`src/rtl/motoro3_line_pkg.sv`:
```
// Shared types and widths for the per-phase line PWM sequencer.
// Holds the FSM state enum and the step/length/speed field widths.
package motoro3_line_pkg;

  localparam int unsigned LC_STEP_W = 4;
  localparam int unsigned LC_LEN_W  = 16;
  localparam int unsigned LC_SPD_W  = 25;

  typedef enum logic [1:0] {
    StIdle,
    StLoad,
    StRun
  } lc_state_e;

endpackage

```
`src/rtl/motoro3_pwm_period_cnt.sv`:
```
// Wrapping PWM period counter with synchronous clear, plus the high-window compare.
// MOTORO3_LINE_DEADTIME_EN blanks the first DEAD_CYC counts of every period.
module motoro3_pwm_period_cnt
  import motoro3_line_pkg::*;
#(
  parameter int unsigned DEAD_CYC = 4
) (
  input  logic                clk,
  input  logic                rst,
  input  logic                clr,
  input  logic                en,
  input  logic [LC_LEN_W-1:0] period,
  input  logic [LC_LEN_W-1:0] high_len,
  output logic                pwm_raw
);

`ifdef MOTORO3_LINE_DEADTIME_EN
  localparam bit DeadEn = 1'b1;
`else
  localparam bit DeadEn = 1'b0;
`endif

  logic [LC_LEN_W-1:0] cnt_q, cnt_d;

  // period is clamped to >= 1 upstream, so period - 1 never underflows
  always_comb begin
    cnt_d = cnt_q;
    if (clr) begin
      cnt_d = '0;
    end else if (en) begin
      cnt_d = (cnt_q >= period - LC_LEN_W'(1)) ? '0 : cnt_q + LC_LEN_W'(1);
    end
  end

  always_ff @(posedge clk) begin
    if (rst) begin
      cnt_q <= '0;
    end else begin
      cnt_q <= cnt_d;
    end
  end

  assign pwm_raw = (cnt_q < high_len) && !(DeadEn && (cnt_q < LC_LEN_W'(DEAD_CYC)));

endmodule

```
`src/rtl/motoro3_line_pwm_gen.sv`:
```
// Per-phase step sequencer and PWM line generator (IDLE -> LOAD -> RUN).
// Optional dead time via MOTORO3_LINE_DEADTIME_EN (handled in the period counter).
module motoro3_line_pwm_gen
  import motoro3_line_pkg::*;
#(
  parameter int unsigned STEP_LAST = 15,
  parameter int unsigned DEAD_CYC  = 4
) (
  input  logic                 clk,
  input  logic                 rst,
  input  logic                 m3r_enable,
  input  logic [LC_SPD_W-1:0]  m3r_stepCNT_speedSET,
  input  logic [LC_LEN_W-1:0]  plLen,
  input  logic [LC_LEN_W-1:0]  slLen,
  output logic [LC_STEP_W-1:0] lcStep,
  output logic                 lcPwmOut,
  output logic                 lcStepTick,
  output logic                 lcBusy
);

  lc_state_e            state_q, state_d;
  logic [LC_LEN_W-1:0]  pl_q, sl_q, pl_clamp, sl_clamp;
  logic [LC_SPD_W-1:0]  spd_q, spd_clamp, step_cnt_q, step_cnt_d;
  logic [LC_STEP_W-1:0] step_q, step_d;
  logic                 pwm_q, pwm_d, tick_q, tick_d;
  logic                 step_done, pwm_raw;

  always_comb begin
    pl_clamp  = (plLen == '0) ? LC_LEN_W'(1) : plLen;
    sl_clamp  = (slLen > pl_clamp) ? pl_clamp : slLen;
    spd_clamp = (m3r_stepCNT_speedSET == '0) ? LC_SPD_W'(1) : m3r_stepCNT_speedSET;
  end

  assign step_done = (state_q == StRun) && (step_cnt_q == spd_q - LC_SPD_W'(1));

  always_comb begin
    state_d    = state_q;
    step_d     = step_q;
    step_cnt_d = step_cnt_q;
    tick_d     = 1'b0;
    case (state_q)
      StIdle: begin
        if (m3r_enable) state_d = StLoad;
      end
      StLoad: begin
        state_d    = StRun;
        step_cnt_d = '0;
      end
      StRun: begin
        if (step_done) begin
          state_d = StLoad;
          step_d  = (step_q == LC_STEP_W'(STEP_LAST)) ? '0 : step_q + LC_STEP_W'(1);
          tick_d  = 1'b1;
        end else begin
          step_cnt_d = step_cnt_q + LC_SPD_W'(1);
        end
      end
      default: state_d = StIdle;
    endcase
    // Disable beats everything, including the terminal RUN cycle's advance
    if (!m3r_enable) begin
      state_d = StIdle;
      step_d  = step_q;
      tick_d  = 1'b0;
    end
  end

  // Only drive high when RUN continues, which keeps the line low during LOAD
  assign pwm_d = (state_q == StRun) && (state_d == StRun) && pwm_raw;

  always_ff @(posedge clk) begin
    if (rst) begin
      state_q    <= StIdle;
      step_q     <= '0;
      step_cnt_q <= '0;
      pwm_q      <= 1'b0;
      tick_q     <= 1'b0;
      pl_q       <= '0;
      sl_q       <= '0;
      spd_q      <= '0;
    end else begin
      state_q    <= state_d;
      step_q     <= step_d;
      step_cnt_q <= step_cnt_d;
      pwm_q      <= pwm_d;
      tick_q     <= tick_d;
      if (state_q == StLoad) begin
        pl_q  <= pl_clamp;
        sl_q  <= sl_clamp;
        spd_q <= spd_clamp;
      end
    end
  end

  motoro3_pwm_period_cnt #(
    .DEAD_CYC (DEAD_CYC)
  ) u_period_cnt (
    .clk      (clk),
    .rst      (rst),
    .clr      (state_q == StLoad),
    .en       (state_q == StRun),
    .period   (pl_q),
    .high_len (sl_q),
    .pwm_raw  (pwm_raw)
  );

  assign lcStep     = step_q;
  assign lcPwmOut   = pwm_q;
  assign lcStepTick = tick_q;
  assign lcBusy     = (state_q != StIdle);

endmodule
```
`config.mk`:
```
export PLATFORM = sky130hd
export DESIGN_NAME = motoro3_line_pwm_gen
export DESIGN_NICKNAME = d
export VERILOG_FILES = /design/src/rtl/motoro3_line_pkg.sv /design/src/rtl/motoro3_pwm_period_cnt.sv /design/src/rtl/motoro3_line_pwm_gen.sv
export SDC_FILE = /design/constraint.sdc
export NUM_CORES = 1
export LEC_CHECK = 0
export ABC_AREA = 1
export BUFFER_PORTS_ARGS = -buffer_cell sky130_fd_sc_hd__buf_2
export CORE_ASPECT_RATIO = 1.25
export CORE_MARGIN = 2
export CORE_UTILIZATION = 65
export DETAILED_ROUTE_END_ITERATION = 8
export GPL_ROUTABILITY_DRIVEN = 0
export PLACE_DENSITY_LB_ADDON = 0.12
export SYNTH_ARGS = -nofsm -noshare
export SYNTH_HDL_FRONTEND = slang
export SYNTH_SLANG_ARGS = --single-unit
export TNS_END_PERCENT = 10
```
`constraint.sdc`:
```
create_clock -name clk -period 4.5 [get_ports clk]
set_clock_uncertainty 0.1 [all_clocks]
set_input_delay 1.35 -clock clk [delete_from_list [all_inputs] [get_ports clk]]
set_output_delay 1.35 -clock clk [all_outputs]
set_load 0.05 [all_outputs]
```
==> summary.log, run 1 <==
qor: status.status finished, final reports clean
qor: power_and_ir_drop.power_density 293.2 nW/µm²
qor: timing.hold_ws 0.3655 ns
qor: critical_path.worstPathArrival 3.60 ns
qor: min_path.hp-class reg2reg
qor: synthesis.number_of_flops_mapped_to_enable_cells_by_yosys 0
qor: die.initial_utilization 66.89%
qor: global_routing.gr-usage-all-layers 31.02%
qor: power_and_ir_drop.report.power.total 2.285 mW
qor: timing.transition_time_at_the_pin_with_the_least_slew_margin 0.7816 ns
qor: finish.layout_area_growth_over_synthesis 9.762%
qor: die.die_h 120.9 µm
qor: critical_path.regToRegEndpoint u_period_cnt.cnt_q[7]
qor: die.floorplan.die.width 97.49 µm
qor: synthesis.synth_async_sr_flop_share 0%
qor: timing.rsz0062_at_grt no
qor: synthesis.part_of_the_yosys_area_used_for_sequential_elements 29.89%
qor: finish.final-seq-area 2122 µm²
qor: synthesis.synth.most_common_cell sky130_fd_sc_hd__nand2_1
qor: finish.final_nets 1229
qor: synthesis.synth_cells 1064
qor: synthesis.flip_flop_cell_with_the_highest_count_after_synthesis sky130_fd_sc_hd__dfxtp_1
qor: routing.routed_wl 17850 µm
qor: die.core_area 10620 µm²
qor: place.placement.setup.worst_slack 0.7437 ns
qor: timing.post-route-period-util 77.18%
qor: critical_path.worstRegToRegCells 17
qor: critical_path.required 4.62 ns
qor: synthesis.synthDominantCellAreaShare 29.89%
qor: run.max-cap-violations 0
qor: routing.routedWlPerCell 14.23 µm
qor: finish.antennaDiodeCount 0
qor: critical_path.maximum_fanout_count_along_the_critical_path 16
qor: place.dp_cells 1238
qor: clocking.clk_path_buf_depth 2
qor: die.core.rowCount 42
qor: routing.ant_nets 0
qor: critical_path.reg2reg_from pl_q[0]
qor: clocking.htreeDepth 3
qor: clocking.cts.sink_count 106
qor: critical_path.critical_path.startpoint pl_q[0]
qor: synthesis.post_synth_and_or_nand_nor_area_fraction 34.57%
qor: routing.drt_pass1_iterations 6
qor: clocking.path_clk_slew 0.07 ns
qor: synthesis.muxShareOfSynthArea 0%
qor: finish.post_route_design_area 7794 µm²
qor: critical_path.critical_path.startpoint_type flop
qor: clocking.cts_tree yes
qor: finish.multiInputGateArea 4305 µm²
qor: timing.finalWorstPathRequiredPeriod 3.473 ns
qor: critical_path.cp-end-kind flop
qor: synthesis.compound_gate_portion_of_the_synthesized_area 9.181%
qor: global_routing.grt_overflow_total 0
qor: place.number_of_buffers_added_on_ports 66
qor: power_and_ir_drop.p_leak 3.663 nW
qor: clocking.clkLatencyLatePin 0.36 ns
qor: critical_path.critPathKind reg2reg
qor: clocking.holdBufCountCts 0
qor: timing.timing_max_transition_violations_final 0
qor: finish.fin_cells 1254
qor: global_routing.wire_length_of_the_first_global_routing_pass 29710 µm
qor: global_routing.grt_antenna_before_repair 0
qor: place.detailed_place.area 7493 µm²
qor: finish.fillers 954
qor: clocking.cts_made_buffers 9
qor: finish.final_util 73.42%
qor: routing.first_iter_violations 314
qor: synthesis.combinational_family_with_the_most_area_after_synthesis simple AND/OR/NAND/NOR gates
qor: timing.report.final.hold_viol_count 0
qor: clocking.root_buffer sky130_fd_sc_hd__clkbuf_16
qor: routing.route.vias.total 6969
qor: timing.timing.max_slew.rel_slack 47.84%
qor: synthesis.synth_cell_types 43
qor: global_routing.first_global_vias 6684
qor: timing.setup_viol 0
qor: synthesis.yosys.area_share.xor_xnor 7.648%
qor: synthesis.synthesis.nets 1176
qor: critical_path.worstSetupEndpoint u_period_cnt.cnt_q[7]
qor: routing.post-route-drc-count 0
qor: synthesis.netlist_top_cells_area sky130_fd_sc_hd__dfxtp_1 30%, sky130_fd_sc_hd__nand2_1 14%, sky130_fd_sc_hd__ha_1 9.2%
qor: synthesis.post_synth_fa_ha_maj_area_fraction 9.163%
qor: critical_path.rrSetupSlack 1.03 ns
qor: power_and_ir_drop.power.ir.vdd_worst 0.2003 mV
qor: finish.final_layout_size_suffix_gt1_share 9.893%
qor: die.count_of_boundary_i_o_pins 67
qor: timing.clock.fmax 0.2879 GHz
qor: clocking.cts_resized 0
qor: synthesis.synth_top_cell_by_area sky130_fd_sc_hd__dfxtp_1
qor: die.dieArea 11780 µm²
qor: synthesis.synth.top_cells.by_count 266 x sky130_fd_sc_hd__nand2_1, 138 x sky130_fd_sc_hd__inv_1, 106 x sky130_fd_sc_hd__dfxtp_1
qor: synthesis.synthesis.yosys.warnings 0
qor: timing.setup_slack 1.027 ns
qor: routing.vias_per_cell 5.557
qor: clocking.postCtsSetupBuffers 0
qor: timing.setup_total_negative_slack 0 ns
qor: global_routing.grt_start_max_net_pins 41
qor: synthesis.synth_register_bits 106
qor: synthesis.syn-cell-area 7101 µm²
qor: synthesis.postSynthAreaPerCell 6.673 µm²
qor: place.dpl.hpwl 13620 µm
==> report_power, final <==
part | switching (mW) | internal, mW
clock | 0.373 | 0.425
combinational | 0.312 | 0.175
sequential | 0.0328 | 0.968
==> critical path: stages, from the launching register on <==
cell and delay [ns]:
sky130_fd_sc_hd__dfxtp_1 0.30, sky130_fd_sc_hd__inv_1 0.14, sky130_fd_sc_hd__nand2_1 0.11, sky130_fd_sc_hd__nor3_1 0.40, sky130_fd_sc_hd__nand4_1 0.22, sky130_fd_sc_hd__nor3_1 0.28
sky130_fd_sc_hd__nand3_1 0.13, sky130_fd_sc_hd__xor2_1 0.16, sky130_fd_sc_hd__ha_1 0.29, sky130_fd_sc_hd__nand2_1 0.05, sky130_fd_sc_hd__inv_1 0.06, sky130_fd_sc_hd__nand3_1 0.09
sky130_fd_sc_hd__nor3_1 0.22, sky130_fd_sc_hd__nand2_1 0.08, sky130_fd_sc_hd__nand3_1 0.10, sky130_fd_sc_hd__nand2_1 0.05, sky130_fd_sc_hd__nand2_1 0.44, sky130_fd_sc_hd__nor3b_1 0.10
==> logic make-up (layout without fill, tap and decap cells) <==
| group | Yosys count | in the layout |
|---|---|---|
| fa+ha+maj | 52 | 52 |
| flops | 106 | 106 |
| compound gates | 119 | 119 |
| buf+inv | 173 | 231 |
| simple gates | 552 | 552 |
| xor+xnor | 62 | 62 |
==> placed cells by master (no fill, tap or decap), drive strengths merged, types with 11 or more instances in the layout <==
cell and n:
nand2 270, inv 141, nor2 113, dfxtp 106, nand3 96, buf 69, a21oi 55, ha 52
xor2 50, o21ai 41, nand4 26, nor3 24, xnor2 12, clkbuf 12, nor4 11
==> registers in the layout (all words and copies together), names as in the netlist <==
| signal | count |
|---|---|
| spd_q | 25 |
| step_cnt_q | 25 |
| pl_q | 16 |
| sl_q | 16 |
| u_period_cnt.cnt_q | 16 |
| lcStep | 4 |
| state_q | 2 |
| lcPwmOut | 1 |
| lcStepTick | 1 |
==> worst min-delay path by stage <==
stage | from | to | slack (ns) | cells after the start
final | sl_q[6] | sl_q[6] | 0.37 | 2
after detailed placement | sl_q[6] | sl_q[6] | 0.34 | 2
after floorplan | sl_q[0] | sl_q[0] | 0.32 | 2
after global routing | sl_q[3] | sl_q[3] | 0.37 | 2
after global placement | sl_q[3] | sl_q[3] | 0.34 | 2
after CTS | sl_q[6] | sl_q[6] | 0.36 | 2
==> area by class of cell <==
cell class	count	share of cell area, %
repair buffers	69	4.527
clock buffers	12	3.419
clock inverters	4	0.4335
well taps	132	2.119
inverters	146	7.032
multi-input cells	785	55.24
flip-flops and latches	106	27.23
==> layer usage <==
layer / global-route usage (%) / wire length [µm]
met4: 19.27 / 1043
met1: 31.79 / 6756
met2: 59.66 / 9505
met3: 3.283 / 544
met5: 0 / 0
No activity file was read; power rests on OpenSTA's default activity.
==> run 2: changes to the inputs <==
--- a/config.mk
+++ b/config.mk
@@ -9,7 +9,7 @@
 export BUFFER_PORTS_ARGS = -buffer_cell sky130_fd_sc_hd__buf_2
 export CORE_ASPECT_RATIO = 1.25
 export CORE_MARGIN = 2
-export CORE_UTILIZATION = 65
+export CORE_UTILIZATION = 55
 export DETAILED_ROUTE_END_ITERATION = 8
 export GPL_ROUTABILITY_DRIVEN = 0
 export PLACE_DENSITY_LB_ADDON = 0.12
==> constraint.sdc (replaced) <==
create_clock -name clk -period 3.1 [get_ports clk]
set_clock_uncertainty 0.1 [all_clocks]
set_input_delay 0.93 -clock clk [delete_from_list [all_inputs] [get_ports clk]]
set_output_delay 0.93 -clock clk [all_outputs]
set_load 0.05 [all_outputs]
==> summary.log, run 2 (synthesized netlist as in run 1, its figures left out) <==
qor: timing.hold_ws 0.3565 ns [was 0.3655 ns]
qor: finish.fillers 1247 [was 954]
qor: timing.rsz0062_at_grt yes [was no]
qor: timing.post-route-period-util 90.43% [was 77.18%]
qor: critical_path.cp-end-kind flop [unchanged]
qor: timing.setup_total_negative_slack 0 ns [unchanged]
qor: global_routing.grt_overflow_total 0 [unchanged]
qor: timing.setup_slack 0.2968 ns [was 1.027 ns]
qor: global_routing.first_global_vias 6769 [was 6684]
qor: finish.final_layout_size_suffix_gt1_share 12.03% [was 9.893%]
qor: routing.routed_wl 18200 µm [was 17850 µm]
qor: critical_path.critPathKind reg2reg [unchanged]
qor: run.max-cap-violations 0 [unchanged]
qor: finish.antennaDiodeCount 0 [unchanged]
qor: clocking.path_clk_slew 0.08 ns [was 0.07 ns]
qor: critical_path.required 3.27 ns [was 4.62 ns]
qor: global_routing.wire_length_of_the_first_global_routing_pass 30280 µm [was 29710 µm]
qor: critical_path.timing.critical_path.slowest_cell_delay 0.31 ns [was 0.44 ns]
qor: routing.vias_per_cell 5.312 [was 5.557]
qor: finish.mostFrequentLayoutCell sky130_fd_sc_hd__nand2_1 [unchanged]
qor: clocking.clk_path_buf_depth 2 [unchanged]
qor: critical_path.worstPathArrival 2.98 ns [was 3.60 ns]
qor: global_routing.grt_start_max_net_pins 37 [was 41]
qor: power_and_ir_drop.power_density 415.3 nW/µm² [was 293.2 nW/µm²]
qor: global_routing.gr-usage-all-layers 27.51% [was 31.02%]
qor: critical_path.timing.critical_path.depth 20 [was 17]
qor: timing.timing_max_transition_violations_final 0 [unchanged]
qor: critical_path.critical_path.startpoint_type flop [unchanged]
qor: timing.clock.fmax 0.3567 GHz [was 0.2879 GHz]
qor: finish.final_nets 1246 [was 1229]
qor: clocking.holdBufCountCts 0 [unchanged]
qor: finish.post_route_design_area 7999 µm² [was 7794 µm²]
qor: die.dieArea 13840 µm² [was 11780 µm²]
qor: place.detailed_place.area 7671 µm² [was 7493 µm²]
qor: die.count_of_boundary_i_o_pins 67 [unchanged]
qor: critical_path.maximum_fanout_count_along_the_critical_path 16 [unchanged]
qor: clocking.cts_tree yes [unchanged]
qor: power_and_ir_drop.power.ir.vdd_worst 0.3131 mV [was 0.2003 mV]
qor: die.core_area 12660 µm² [was 10620 µm²]
qor: critical_path.crit_slowest_cell sky130_fd_sc_hd__dfxtp_1 [was sky130_fd_sc_hd__nand2_1]
qor: timing.setup_viol 0 [unchanged]
qor: routing.post-route-drc-count 0 [unchanged]
qor: clocking.cts.sink_count 106 [unchanged]
qor: clocking.root_buffer sky130_fd_sc_hd__clkbuf_16 [unchanged]
qor: routing.route.vias.total 6943 [was 6969]
qor: timing.finalWorstPathRequiredPeriod 2.803 ns [was 3.473 ns]
qor: critical_path.critPathBufInv 4 [was 2]
qor: place.placement.setup.worst_slack 0.07667 ns [was 0.7437 ns]
qor: critical_path.critical_path.cell_chain inv_1, ha_2, nand2_1, nor3_2, nand2_1, inv_1, nand2_1, nor2_2, xor2_1, ha_1, nand2_1, inv_1, o21ai_0, nand2_1, a21oi_2, nand3_1, nand2_1, nand2_1, buf_12, nor3b_1 [was inv_1, nand2_1, nor3_1, nand4_1, nor3_1, nand3_1, xor2_1, ha_1, nand2_1, inv_1, nand3_1, nor3_1, nand2_1, nand3_1, nand2_1, nand2_1, nor3b_1]
qor: min_path.hp-class reg2reg [unchanged]
qor: routing.drt_pass1_iterations 5 [was 6]
qor: finish.layout_top_registers spd_q: 25 flops, step_cnt_q: 25 flops [unchanged]
qor: status.status finished, final reports clean [unchanged]
qor: power_and_ir_drop.p_leak 3.758 nW [was 3.663 nW]
qor: critical_path.worst_path_most_repeated_cell sky130_fd_sc_hd__nand2_1 [unchanged]
qor: min_path.hold_depth 2 [unchanged]
qor: timing.transition_time_at_the_pin_with_the_least_slew_margin 0.7778 ns [was 0.7816 ns]
qor: die.floorplan.die.width 105.6 µm [was 97.49 µm]
qor: clocking.clkLatencyLatePin 0.36 ns [about the same]
qor: place.number_of_buffers_added_on_ports 66 [unchanged]
qor: power_and_ir_drop.report.power.total 3.322 mW [was 2.285 mW]
qor: critical_path.timing.critical_path.max_delay_family simple AND/OR/NAND/NOR gates [unchanged]
qor: routing.first_iter_violations 285 [was 314]
qor: routing.routedWlPerCell 13.93 µm [was 14.23 µm]
qor: die.core.rowCount 46 [was 42]
qor: clocking.htreeDepth 3 [unchanged]
qor: critical_path.worstRegToRegCells 20 [was 17]
qor: die.die_h 131.0 µm [was 120.9 µm]
qor: routing.ant_nets 0 [unchanged]
qor: finish.top_library_cells_by_usage_in_the_layout_fill_and_taps_aside 266 x sky130_fd_sc_hd__nand2_1, 137 x sky130_fd_sc_hd__inv_1, 106 x sky130_fd_sc_hd__dfxtp_1 [was 266 x sky130_fd_sc_hd__nand2_1, 138 x sky130_fd_sc_hd__inv_1, 106 x sky130_fd_sc_hd__dfxtp_1]
qor: finish.layout_area_growth_over_synthesis 12.65% [was 9.762%]
qor: clocking.cts_made_buffers 9 [unchanged]
qor: timing.report.final.hold_viol_count 0 [unchanged]
qor: place.dpl.hpwl 14210 µm [was 13620 µm]
qor: global_routing.grt_antenna_before_repair 0 [unchanged]
qor: timing.timing.max_slew.rel_slack 48.09% [was 47.84%]
qor: die.initial_utilization 56.08% [was 66.89%]
[run 2: changes by cell type in the layout (fill, tap and decap cells not counted), moves of 2 or more]
| cell | before | now |
|---|---|---|
| sky130_fd_sc_hd__buf_4 | 3 | 19 |
| sky130_fd_sc_hd__clkbuf_8 | 3 | 1 |
| sky130_fd_sc_hd__nor3_2 | 3 | 6 |
| sky130_fd_sc_hd__clkinv_2 | 0 | 2 |
| sky130_fd_sc_hd__nor3_1 | 21 | 18 |
[run 2: stage by stage]
stage / cells / util, %
2_1_floorplan: 1064 / -
3_3_place_gp: 1290 / 60.58
3_5_place_dp: 1290 / 60.58
4_1_cts: 1306 / 62.85
5_1_grt: 1307 / 63.17
6_report: 1307 / 63.17
[run 2: area by class of cell]
cell class / instances / area (µm²) / share of cell area, %
clock buffer: 10 / 239.0 / 2.988
tap: 168 / 210.2 / 2.628
sequential: 106 / 2122 / 26.53
clock inverter: 6 / 47.55 / 0.5944
timing repair buffer: 86 / 493.0 / 6.163
inverter: 146 / 548.0 / 6.851
multi-input combinational: 785 / 4339 / 54.25
[run 2: timing repair]
action,CTS,global route
setup endpoints to repair,0,16
resized for setup,0,9
buffers inserted,0,1
[run 2: per-layer routing]
layer / wire [µm] / share of wire (%) / global-route usage (%) / vias up
met5: 0 / 0 / 0 / -
met2: 9822 / 54 / 55.83 / 132
met1: 7103 / 39 / 27.30 / 3168
li1: - / - / - / 3587
met3: 459 / 2.5 / 2.579 / 56
met4: 817 / 4.5 / 15.17 / 0
[run 2: worst paths after layout]
| path | to | from | slack, ns |
|---|---|---|---|
| worst max-delay path | u_period_cnt.cnt_q[7] | pl_q[1] | 0.30 |
| worst min-delay path | sl_q[2] | sl_q[2] | 0.36 |
| worst max register to register | u_period_cnt.cnt_q[7] | pl_q[1] | 0.30 |
| worst min register to register | sl_q[2] | sl_q[2] | 0.36 |
[run 2: power breakdown]
group          leakage (nW)  switching, mW  internal (mW)
sequential            0.860         0.0451           1.40
combinational          2.75          0.464          0.279
clock                 0.145          0.552          0.578
total                  3.76           1.06           2.26
[run 2: worst register-to-register path: stages (launching register included)]
cell	delay (ns)
sky130_fd_sc_hd__dfxtp_1	0.31
sky130_fd_sc_hd__inv_1	0.08
sky130_fd_sc_hd__ha_2	0.18
sky130_fd_sc_hd__nand2_1	0.09
sky130_fd_sc_hd__nor3_2	0.22
sky130_fd_sc_hd__nand2_1	0.11
sky130_fd_sc_hd__inv_1	0.08
sky130_fd_sc_hd__nand2_1	0.08
sky130_fd_sc_hd__nor2_2	0.10
sky130_fd_sc_hd__xor2_1	0.17
sky130_fd_sc_hd__ha_1	0.26
sky130_fd_sc_hd__nand2_1	0.07
sky130_fd_sc_hd__inv_1	0.04
sky130_fd_sc_hd__o21ai_0	0.07
sky130_fd_sc_hd__nand2_1	0.08
sky130_fd_sc_hd__a21oi_2	0.11
sky130_fd_sc_hd__nand3_1	0.08
sky130_fd_sc_hd__nand2_1	0.06
sky130_fd_sc_hd__nand2_1	0.08
sky130_fd_sc_hd__buf_12	0.17
sky130_fd_sc_hd__nor3b_1	0.19
==> run 3: changes to the inputs <==
--- a/config.mk
+++ b/config.mk
@@ -9,7 +9,7 @@
 export BUFFER_PORTS_ARGS = -buffer_cell sky130_fd_sc_hd__buf_2
 export CORE_ASPECT_RATIO = 1.25
 export CORE_MARGIN = 2
-export CORE_UTILIZATION = 55
+export CORE_UTILIZATION = 35
 export DETAILED_ROUTE_END_ITERATION = 8
 export GPL_ROUTABILITY_DRIVEN = 0
 export PLACE_DENSITY_LB_ADDON = 0.12
==> summary.log, run 3 (synthesized netlist as in run 1, its figures left out) <==
qor: routing.ant_nets 0 [unchanged]
qor: timing.hold_ws 0.3557 ns [was 0.3565 ns]
qor: routing.vias_per_cell 4.773 [was 5.312]
qor: place.detailed_place.area 7864 µm² [was 7671 µm²]
qor: timing.timing.max_slew.rel_slack 63.93% [was 48.09%]
qor: routing.first_iter_violations 279 [was 285]
qor: clocking.cts_made_buffers 9 [unchanged]
qor: global_routing.grt_start_max_net_pins 37 [unchanged]
qor: finish.antennaDiodeCount 0 [unchanged]
qor: clocking.cts_resized 0 [unchanged]
qor: place.number_of_buffers_added_on_ports 66 [unchanged]
qor: global_routing.grt_overflow_total 0 [unchanged]
qor: routing.drt_pass1_iterations 4 [was 5]
qor: place.dpl.hpwl 15860 µm [was 14210 µm]
qor: timing.setup_viol 0 [unchanged]
qor: finish.mostFrequentLayoutCell sky130_fd_sc_hd__nand2_1 [unchanged]
qor: timing.timing_max_transition_violations_final 0 [unchanged]
qor: die.dieArea 21450 µm² [was 13840 µm²]
qor: clocking.clk_path_buf_depth 2 [unchanged]
qor: critical_path.maximum_fanout_count_along_the_critical_path 15 [was 16]
qor: clocking.cts_tree yes [unchanged]
qor: die.initial_utilization 35.45% [was 56.08%]
qor: die.count_of_boundary_i_o_pins 67 [unchanged]
qor: finish.layout_top_registers spd_q: 25 flops, step_cnt_q: 25 flops [unchanged]
qor: clocking.htreeDepth 3 [unchanged]
qor: critical_path.cp-end-kind flop [unchanged]
qor: timing.rsz0062_at_grt no [was yes]
qor: global_routing.first_global_vias 6498 [was 6769]
qor: power_and_ir_drop.power.ir.vdd_worst 0.2706 mV [was 0.3131 mV]
qor: die.die_h 163.2 µm [was 131.0 µm]
qor: timing.transition_time_at_the_pin_with_the_least_slew_margin 0.5360 ns [was 0.7778 ns]
qor: clocking.root_buffer sky130_fd_sc_hd__clkbuf_16 [unchanged]
qor: finish.post_route_design_area 8175 µm² [was 7999 µm²]
qor: power_and_ir_drop.power_density 412.1 nW/µm² [was 415.3 nW/µm²]
qor: timing.post-route-period-util 89.46% [was 90.43%]
qor: power_and_ir_drop.report.power.total 3.369 mW [was 3.322 mW]
qor: routing.routedWlPerCell 13.98 µm [was 13.93 µm]
qor: clocking.clkLatencyLatePin 0.36 ns [about the same]
qor: timing.clock.fmax 0.3606 GHz [was 0.3567 GHz]
qor: clocking.cts.sink_count 106 [unchanged]
qor: critical_path.critical_path.startpoint_type input pin [was flop]
qor: die.core.rowCount 58 [was 46]
qor: timing.setup_total_negative_slack 0 ns [unchanged]
qor: global_routing.grt_antenna_before_repair 0 [unchanged]
qor: status.status finished, final reports clean [unchanged]
qor: finish.layout_area_growth_over_synthesis 15.14% [was 12.65%]
qor: finish.final_layout_size_suffix_gt1_share 11.97% [was 12.03%]
qor: min_path.hp-class reg2reg [unchanged]
qor: routing.routed_wl 19780 µm [was 18200 µm]
qor: critical_path.worstPathArrival 2.93 ns [was 2.98 ns]
qor: die.core_area 20030 µm² [was 12660 µm²]
qor: power_and_ir_drop.p_leak 3.790 nW [was 3.758 nW]
qor: routing.route.vias.total 6754 [was 6943]
qor: global_routing.gr-usage-all-layers 19.09% [was 27.51%]
qor: global_routing.wire_length_of_the_first_global_routing_pass 32310 µm [was 30280 µm]
qor: finish.top_library_cells_by_usage_in_the_layout_fill_and_taps_aside 266 x sky130_fd_sc_hd__nand2_1, 138 x sky130_fd_sc_hd__inv_1, 106 x sky130_fd_sc_hd__dfxtp_1 [was 266 x sky130_fd_sc_hd__nand2_1, 137 x sky130_fd_sc_hd__inv_1, 106 x sky130_fd_sc_hd__dfxtp_1]
qor: critical_path.critPathKind in2reg [was reg2reg]
qor: timing.finalWorstPathRequiredPeriod 2.773 ns [was 2.803 ns]
qor: run.max-cap-violations 0 [unchanged]
qor: finish.final_nets 1252 [was 1246]
qor: timing.report.final.hold_viol_count 0 [unchanged]
qor: clocking.holdBufCountCts 0 [unchanged]
qor: critical_path.required 3.25 ns [was 3.27 ns]
qor: die.floorplan.die.width 131.4 µm [was 105.6 µm]
qor: clocking.postCtsSetupBuffers 0 [unchanged]
qor: routing.post-route-drc-count 0 [unchanged]
qor: finish.final_util 40.82% [was 63.17%]
qor: clocking.path_clk_slew 0.07 ns [was 0.08 ns]
-- run 3: worst paths after layout --
check                           depth (start not counted)  startpoint                      to  slack, ns
worst min-delay path                                    2     sl_q[4]                 sl_q[4]       0.36
worst max register to register                         20     pl_q[0]  u_period_cnt.cnt_q[13]       0.38
worst min register to register                          2     sl_q[4]                 sl_q[4]       0.36
worst max-delay path                                   18   plLen[12]                sl_q[11]       0.33
-- run 3: power breakdown --
| group | internal [mW] | leakage (nW) | switching [mW] |
|---|---|---|---|
| clock | 0.602 | 0.147 | 0.569 |
| sequential | 1.40 | 0.860 | 0.0447 |
| combinational | 0.287 | 2.78 | 0.463 |
-- run 3: stage by stage --
stage / worst slack [ns] / cells
global placement: 0.04756 / 1399
finish: 0.3268 / 1415
detailed placement: -0.02402 / 1399
global route: 0.03743 / 1415
CTS: 0.2604 / 1415
floorplan: 0.08356 / 1064
-- run 3: critical path, stage by stage --
cell and delay [ns]:
sky130_fd_sc_hd__buf_2 0.08, sky130_fd_sc_hd__inv_1 0.06, sky130_fd_sc_hd__nand4_1 0.09, sky130_fd_sc_hd__nor2_1 0.08, sky130_fd_sc_hd__a41oi_1 0.24, sky130_fd_sc_hd__inv_1 0.07
sky130_fd_sc_hd__ha_1 0.17, sky130_fd_sc_hd__o211ai_1 0.20, sky130_fd_sc_hd__nand2_1 0.08, sky130_fd_sc_hd__o211ai_1 0.10, sky130_fd_sc_hd__nand2_1 0.08, sky130_fd_sc_hd__o2111ai_1 0.09
sky130_fd_sc_hd__nand2_1 0.18, sky130_fd_sc_hd__inv_1 0.09, sky130_fd_sc_hd__buf_4 0.20, sky130_fd_sc_hd__nand2_1 0.07, sky130_fd_sc_hd__nand3_1 0.07, sky130_fd_sc_hd__nand2_1 0.05
-- run 3: per-layer routing --
| layer | track usage [%] | part of all wire (%) | vias up |
|---|---|---|---|
| li1 | - | - | 3609 |
| met1 | 19.79 | 40 | 3035 |
| met2 | 38.61 | 56 | 79 |
| met3 | 2.514 | 1.9 | 31 |
| met4 | 7.411 | 2.7 | 0 |
| met5 | 0 | 0 | - |
-- run 3: cell type report --
type | count | area, µm²
clock inverters | 5 | 43.79
multi-input cells | 785 | 4320
inverters | 146 | 548.0
clock buffers | 11 | 252.7
flip-flops and latches | 106 | 2122
well taps | 270 | 337.8
fillers | 2232 | 11850
repair buffers | 92 | 550.5
